<file path="src/rtl/shift_pkg.sv">
// Shared definitions for the serial link: FSM state encoding and counter width helper.
package shift_pkg;

    typedef enum logic [0:0] {
        IDLE  = 1'b0,
        SHIFT = 1'b1
    } shift_state_t;

    function automatic int clog2_min1(input int value);
        return ($clog2(value) < 1) ? 1 : $clog2(value);
    endfunction

endpackage

</file>
<file path="src/rtl/bit_tick_gen.sv">
// Bit-period timer: flags the first and last clock cycle of every serial bit period.
module bit_tick_gen
    import shift_pkg::*;
#(
    parameter int CLKS_PER_BIT = 1
) (
    input  logic clk,
    input  logic i_reset_n,
    input  logic i_clear,
    output logic o_first,
    output logic o_last
);

    localparam int PCW = clog2_min1(CLKS_PER_BIT);
    localparam logic [PCW-1:0] LAST_CNT = PCW'(CLKS_PER_BIT - 1);

    logic [PCW-1:0] period_cnt_r;

    assign o_first = (period_cnt_r == {PCW{1'b0}});
    assign o_last  = (period_cnt_r == LAST_CNT);

    // Period counter: restarts on clear, wraps after the last cycle of a period.
    always_ff @(posedge clk or negedge i_reset_n) begin
        if (!i_reset_n) begin
            period_cnt_r <= {PCW{1'b0}};
        end else if (i_clear || o_last) begin
            period_cnt_r <= {PCW{1'b0}};
        end else begin
            period_cnt_r <= period_cnt_r + PCW'(1);
        end
    end

endmodule

</file>
<file path="src/rtl/shift_serializer.sv">
// Parallel-in, serial-out transmitter with valid/ready intake and back-to-back word support.
module shift_serializer
    import shift_pkg::*;
#(
    parameter int WIDTH           = 8,
    parameter bit FILL_MSB_TO_LSB = 1'b1,
    parameter int CLKS_PER_BIT    = 1
) (
    input  logic             clk,
    input  logic             i_reset_n,
    input  logic [WIDTH-1:0] i_data,
    input  logic             i_valid,
    output logic             o_ready,
    output logic             o_out,
    output logic             o_out_valid,
    output logic             o_busy,
    output logic             o_done
);

    localparam int BCW = clog2_min1(WIDTH);
    localparam logic [BCW-1:0] LAST_BIT   = BCW'(WIDTH - 1);
    localparam logic [BCW-1:0] PENULT_BIT = BCW'(WIDTH - 2);

    shift_state_t     state_r;
    shift_state_t     state_next_s;
    logic [WIDTH-1:0] shift_r;
    logic [WIDTH-1:0] shift_next_s;
    logic [WIDTH-1:0] shifted_s;
    logic [BCW-1:0]   bit_cnt_r;
    logic [BCW-1:0]   bit_cnt_next_s;
    logic             out_valid_r;
    logic             busy_r;
    logic             done_r;
    logic             ready_s;
    logic             accept_s;
    logic             word_end_s;
    logic             period_end_s;
    logic             tick_clear_s;
    logic             first_s;
    logic             last_s;
    logic             unused_first_s;

    // Period timer is held at zero while idle and restarted by every accepted word.
    assign tick_clear_s = accept_s || (state_r == IDLE);

    bit_tick_gen #(
        .CLKS_PER_BIT(CLKS_PER_BIT)
    ) u_tick (
        .clk      (clk),
        .i_reset_n(i_reset_n),
        .i_clear  (tick_clear_s),
        .o_first  (first_s),
        .o_last   (last_s)
    );

    // Period start is reserved for receiver-side enable logic; the transmitter keys off period end.
    assign unused_first_s = first_s;

    assign period_end_s = (state_r == SHIFT) && last_s;
    assign word_end_s   = period_end_s && (bit_cnt_r == LAST_BIT);
    assign accept_s     = i_valid && ready_s;
    assign shifted_s    = FILL_MSB_TO_LSB ? {1'b0, shift_r[WIDTH-1:1]}
                                          : {shift_r[WIDTH-2:0], 1'b0};

    // Next-state and ready decode; ready opens only in the final cycle of the final bit.
    always_comb begin
        state_next_s = state_r;
        ready_s      = 1'b0;
        case (state_r)
            IDLE: begin
                ready_s = 1'b1;
                if (i_valid) begin
                    state_next_s = SHIFT;
                end else begin
                    state_next_s = IDLE;
                end
            end
            SHIFT: begin
                ready_s = word_end_s;
                if (word_end_s && !i_valid) begin
                    state_next_s = IDLE;
                end else begin
                    state_next_s = SHIFT;
                end
            end
            default: begin
                ready_s      = 1'b0;
                state_next_s = IDLE;
            end
        endcase
    end

    // Datapath next values: load on accept, otherwise shift and count at each period end.
    always_comb begin
        shift_next_s   = shift_r;
        bit_cnt_next_s = bit_cnt_r;
        if (accept_s) begin
            shift_next_s   = i_data;
            bit_cnt_next_s = {BCW{1'b0}};
        end else if (period_end_s) begin
            shift_next_s = shifted_s;
            if (bit_cnt_r == LAST_BIT) begin
                bit_cnt_next_s = {BCW{1'b0}};
            end else begin
                bit_cnt_next_s = bit_cnt_r + BCW'(1);
            end
        end else begin
            shift_next_s   = shift_r;
            bit_cnt_next_s = bit_cnt_r;
        end
    end

    // State, datapath and output strobes; strobes are computed one cycle ahead of the bit they mark.
    always_ff @(posedge clk or negedge i_reset_n) begin
        if (!i_reset_n) begin
            state_r     <= IDLE;
            shift_r     <= {WIDTH{1'b0}};
            bit_cnt_r   <= {BCW{1'b0}};
            out_valid_r <= 1'b0;
            busy_r      <= 1'b0;
            done_r      <= 1'b0;
        end else begin
            state_r     <= state_next_s;
            shift_r     <= shift_next_s;
            bit_cnt_r   <= bit_cnt_next_s;
            out_valid_r <= accept_s || (period_end_s && (bit_cnt_r != LAST_BIT));
            busy_r      <= (state_next_s == SHIFT);
            done_r      <= period_end_s && (bit_cnt_r == PENULT_BIT);
        end
    end

    // The register is all zeros once a word has fully shifted out, so the idle line stays low.
    assign o_out       = FILL_MSB_TO_LSB ? shift_r[0] : shift_r[WIDTH-1];
    assign o_out_valid = out_valid_r;
    assign o_busy      = busy_r;
    assign o_done      = done_r;
    assign o_ready     = ready_s;

endmodule

</file>
<file path="config.mk">
export PLATFORM = sky130hd
export DESIGN_NAME = shift_serializer
export DESIGN_NICKNAME = d
export VERILOG_FILES = /design/src/rtl/shift_pkg.sv /design/src/rtl/bit_tick_gen.sv /design/src/rtl/shift_serializer.sv
export SDC_FILE = /design/constraint.sdc
export NUM_CORES = 1
export LEC_CHECK = 0
export BUFFER_PORTS_ARGS = -buffer_cell sky130_fd_sc_hd__buf_2
export CORE_ASPECT_RATIO = 0.5
export CORE_UTILIZATION = 30
export DETAILED_ROUTE_END_ITERATION = 8
export GPL_ROUTABILITY_DRIVEN = 0
export GPL_TIMING_DRIVEN = 0
export SYNTH_ARGS = -nofsm -noshare
export SYNTH_HDL_FRONTEND = slang
export SYNTH_SLANG_ARGS = --single-unit
</file>
<file path="constraint.sdc">
create_clock -name clk -period 3.6 [get_ports clk]
set_input_delay 0.54 -clock clk [delete_from_list [all_inputs] [get_ports clk]]
set_output_delay 0.54 -clock clk [all_outputs]
set_load 0.05 [all_outputs]
</file>
## After elaboration in Yosys (flattened, before gate mapping)

Index checks and enable logic that the tools add are counted.

| cells by class | value |
|---|---|
| add/subtract/negate cells | 2 |
| equal/unequal tests | 3 |
| mux-type cells | 10 |
| bitwise gates (word level) | 2 |
| reduce and logical (&&, ||, !) cells | 11 |

Operators with widths:

| kind | count |
|---|---|
| 8-bit two-way mux | 2 |
| 3-bit two-way mux | 3 |
| 3-bit equality test, second input constant | 2 |
| 1-bit logical AND | 6 |
| 1-bit case mux with 2 select lines | 2 |
| 3-bit by 1-bit adder with 3-bit output, second input constant | 1 |
| 1-bit logical OR | 3 |
| 1-bit two-way mux | 3 |
| 3-bit != test, second input constant | 1 |
| 1-bit inverter | 2 |
| 2-bit nonzero test | 1 |
| 1-bit adder, second input constant | 1 |
| 1-bit zero test | 1 |

| word-level totals | value |
|---|---|
| register bits | 15 |
| bits of input ports | 11 |
| output and inout port bits | 5 |
| logic and storage cells | 34 |

## Logic depth before layout (Yosys ltp)

| logic depth | value |
|---|---|
| depth after elaboration | 8 |
| depth in mapped cells | 5 |
| depth with buffers taken out | 5 |

## By module

A second synthesis with hierarchy kept.

| unflattened totals | value |
|---|---|
| cell total of the unflattened synthesis | 90 |
| area total of the unflattened synthesis | 978.4 µm² |

Modules (own cells, without submodules):

| module | instances | cells each | area an instance (µm²) | seq. area each (µm²) |
|---|---|---|---|---|
| shift_serializer | 1 | 86 | 938.4 | 350.3 |
| bit_tick_gen | 1 | 4 | 40.0 | 25.0 |

## Worst setup path before layout

Ideal clock, no wire load.

| timing path | value |
|---|---|
| kind | register -> output |
| from | register bit_cnt_r[1] |
| to | output port o_ready |
| data arrival time | 1.401 ns |
| required time | 3.060 ns |
| setup slack | 1.659 ns |
| cell stages (with the launch flop) | 5 |
| path buffers | 0 |
| cells stage by stage | dfrtp_1 ha_1 ha_1 inv_2 o21ai_2 |

| between the ends | value |
|---|---|
| cells in the longest elaborated chain, start to end | 3 |

RTL lines:

| what | RTL line | text |
|---|---|---|
| start, declared | shift_serializer.sv:29 | `logic [BCW-1:0] bit_cnt_r;` |
| start signal, assigned | shift_serializer.sv:118 | `bit_cnt_r <= {BCW{1'b0}};` |
| start signal, assigned | shift_serializer.sv:125 | `bit_cnt_r <= bit_cnt_next_s;` |
| 3-bit equality test | shift_serializer.sv:60 | `assign word_end_s = period_end_s && (bit_cnt_r == LAST_BIT);` |
| 1-bit logical AND | shift_serializer.sv:60 |  |
| 1-bit case mux with 2 select lines | shift_serializer.sv:69 | `case (state_r)` |
| end, declared | shift_serializer.sv:13 | `output logic o_ready,` |

Every way passes these cells.

## Worst setup path after layout

Ends and elaborated chain as after synthesis.

==> reports/qor.yml <==
routing:
  drtAntennaViolNets: 0
  post_drt_via_cell_ratio: 4.79
  dr.first_iter.drc_count: 29
  drt_pass1_iterations: 4
  drt-total-wl_mm: 1.72
  drc: 0
  vias: 670
  wire_per_inst_um: 12.3
flow_run:
  max-cap-violations: 0
yosys:
  yosys_most_used_dff: "dfrtp_1"
  synth_commonest_cells: "15 x dfrtp_1, 9 x inv_1, 9 x nand2b_1"
  synth_largest_area_cell: "dfrtp_1"
  ys_types: 28
  async_flop_share: 1.00
  synth_edf_count: 0
  ys_ff_latch: 15
  yosys_warnings: 0
  synth_nets: 99
  avgSynthCellArea_um2: 10.5
  syn-cell-area_um2: 896
  synth_top_area_share: 0.419
  synth.area.top_cells: "dfrtp_1 42%, mux2i_1 7.8%, nand2b_1 6.3%"
  yosysMostFrequentCell: "dfrtp_1"
  syn_inst: 85
  seq_area_frac_synth: 0.419
die:
  ioPinCount: 16
  fp.dieW_um: 79.3
  rows: 13
  die_area_um2: 3220
  fp.coreArea_um2: 2720
  die_h_um: 40.6
  start_util: 0.330
clocking:
  cts_tree: "yes"
  root_buffer: "clkbuf_8"
  hold_buffers: 0
  worstSkewPairLatency_ns: 0.25
  cts_setup_buffers: 0
  ctsResizeCount: 0
  path_clk_slew_ns: 0.06
  cts_sinks: 15
  htreeDepth: 1
  cts_max_path_buffers: 2
  cts_buffers: 3
timing:
  finalSetupViolCount: 0
  clock_skew_ns: 0.00218
  fmax_mhz: 436
  slew_violations: 0
  finalCritPeriodShare: 0.637
  finalHoldViolCount: 0
  rsz0062_at_grt: "no"
  post-route-min-period_ns: 2.29
  tns_ns: 0
  holdWs_ns: 0.191
global_routing:
  grtUsageTotal: 0.124
  grt_pass1_wl_mm: 2.76
  use_met3: 0.0489
  grtUsageMet1: 0.144
  grt_max_degree: 16
  antenna_found_initial: 0
  gr-usage-met2: 0.211
  grt_pass1_vias: 588
  grt.busiest_layer: "met2"
  grt_overflow: 0
layout:
  areaGrowthSynthToFinish_pct: 18.0
  drive_gt1_frac: 0.291
  fill_cells: 283
  num_antenna_cells: 0
  fin_nets: 118
worst_hold_path:
  hp-class: "in -> async"
place:
  port_buffers: 14
  dp_hpwl_mm: 1.25
worst_setup_path:
  cp_slowest_cell: "dfrtp_1"
  r2r-end: "shift_r[3]"
  worstSetupPathType: "reg -> out"
  r2r_cells: 5
  path_common_cell: "ha_1"
  timing.critical_path.from_type: "register"
  required_ns: 3.06
  cp.arrival_ns: 1.75
  crit_fanout: 5
  r2r_setup_slack_ns: 2.05
  critPathBufInv: 2
  crit_chain: "ha_1 > ha_1 > inv_2 > o21ai_2 > buf_2"
  cp_top_family: "adder cells"
  cp-end-kind: "output pin"
  reg2reg_from: "bit_cnt_r[1]"
  critPathMaxStageDelay_ns: 0.39
power_and_ir_drop:
  leakagePower_nw: 0.552
  ir_worst_vdd_uv: 247
  power.density_nw_per_um2: 699
run_status:
  status: "completed"
==> logic make-up after synthesis <==
| group | after synthesis | synth area share |
|---|---|---|
| and+or+nand+nor | 22 | 0.161 |
| AOI/OAI and AO/OA | 21 | 0.176 |
| DFF | 15 | 0.419 |
| buffers and inverters | 14 | 0.0950 |
| muxes | 9 | 0.103 |
| adders and majority gates | 3 | 0.0419 |
| other | 1 | 0.00419 |
==> worst max-delay path by stage <==
stage	from	end	slack, ns	cells after the start
finish	bit_cnt_r[1]	o_ready	1.31	5
global route	bit_cnt_r[0]	o_ready	1.24	5
CTS	bit_cnt_r[1]	o_ready	1.32	5
detailed placement	bit_cnt_r[1]	o_ready	1.59	5
floorplan	bit_cnt_r[1]	o_ready	1.66	4
global placement	bit_cnt_r[0]	o_ready	1.59	5
==> state kept, by name, indices dropped and copies added, names as in the netlist <==
name / flops
o_done: 1
o_busy: 1
u_tick.period_cnt_r: 1
shift_r: 8
o_out_valid: 1
bit_cnt_r: 3
==> cell usage in the layout (no fill, tap or decap), types with 2 or more instances in the layout <==
cell type and n:
buf_2 15, dfrtp_1 15, inv_1 9, nand2b_1 9, mux2i_1 7, a21oi_1 6, nor2_1 6, a221oi_1 5
o22ai_1 4, ha_1 3, clkbuf_8 3, buf_6 2, mux2_2 2
==> cell type report <==
type | count | area (µm²) | share of cell area
Buffer | 4 | 47.5 | 0.0450
Sequential cell | 15 | 375 | 0.355
Inverter | 10 | 37.5 | 0.0355
Timing Repair Buffer | 14 | 70.1 | 0.0663
Clock buffer | 4 | 45.0 | 0.0426
Multi-Input combinational cell | 56 | 435 | 0.412
Tap cell | 37 | 46.3 | 0.0438
==> layer usage <==
| metal | routed length (µm) | up-vias |
|---|---|---|
| met2 | 834 | 12 |
| met4 | 0 | 0 |
| met3 | 69 | 0 |
| met5 | 0 | - |
| li1 | - | 333 |
| met1 | 817 | 325 |
==> through the flow <==
step                       util  std cells  area (µm²)  total power [mW]  setup slack, ns
after floorplan               -         85         896             0.538             1.66
after global placement    0.373        136        1010             0.598             1.59
after detailed placement  0.373        136        1010             0.606             1.59
after CTS                 0.389        140        1060             0.746             1.32
after global routing      0.389        140        1060             0.799             1.24
final                     0.389        140        1060             0.739             1.31
==> where the power goes <==
group / internal, mW / switching [mW]
registers: 0.229 / 0.0377
logic: 0.148 / 0.187
clock network: 0.0784 / 0.0593
total: 0.456 / 0.284
==> worst reg2reg max path: cells and delay by family, from the launching register on <==
family                     cells  cell delay (ns)
AOI/OAI and AO/OA              1             0.26
muxes                          1             0.15
DFF                            1             0.39
and+or+nand+nor                1             0.13
adders and majority gates      2             0.52
No activity file was read; power rests on OpenSTA's default activity.
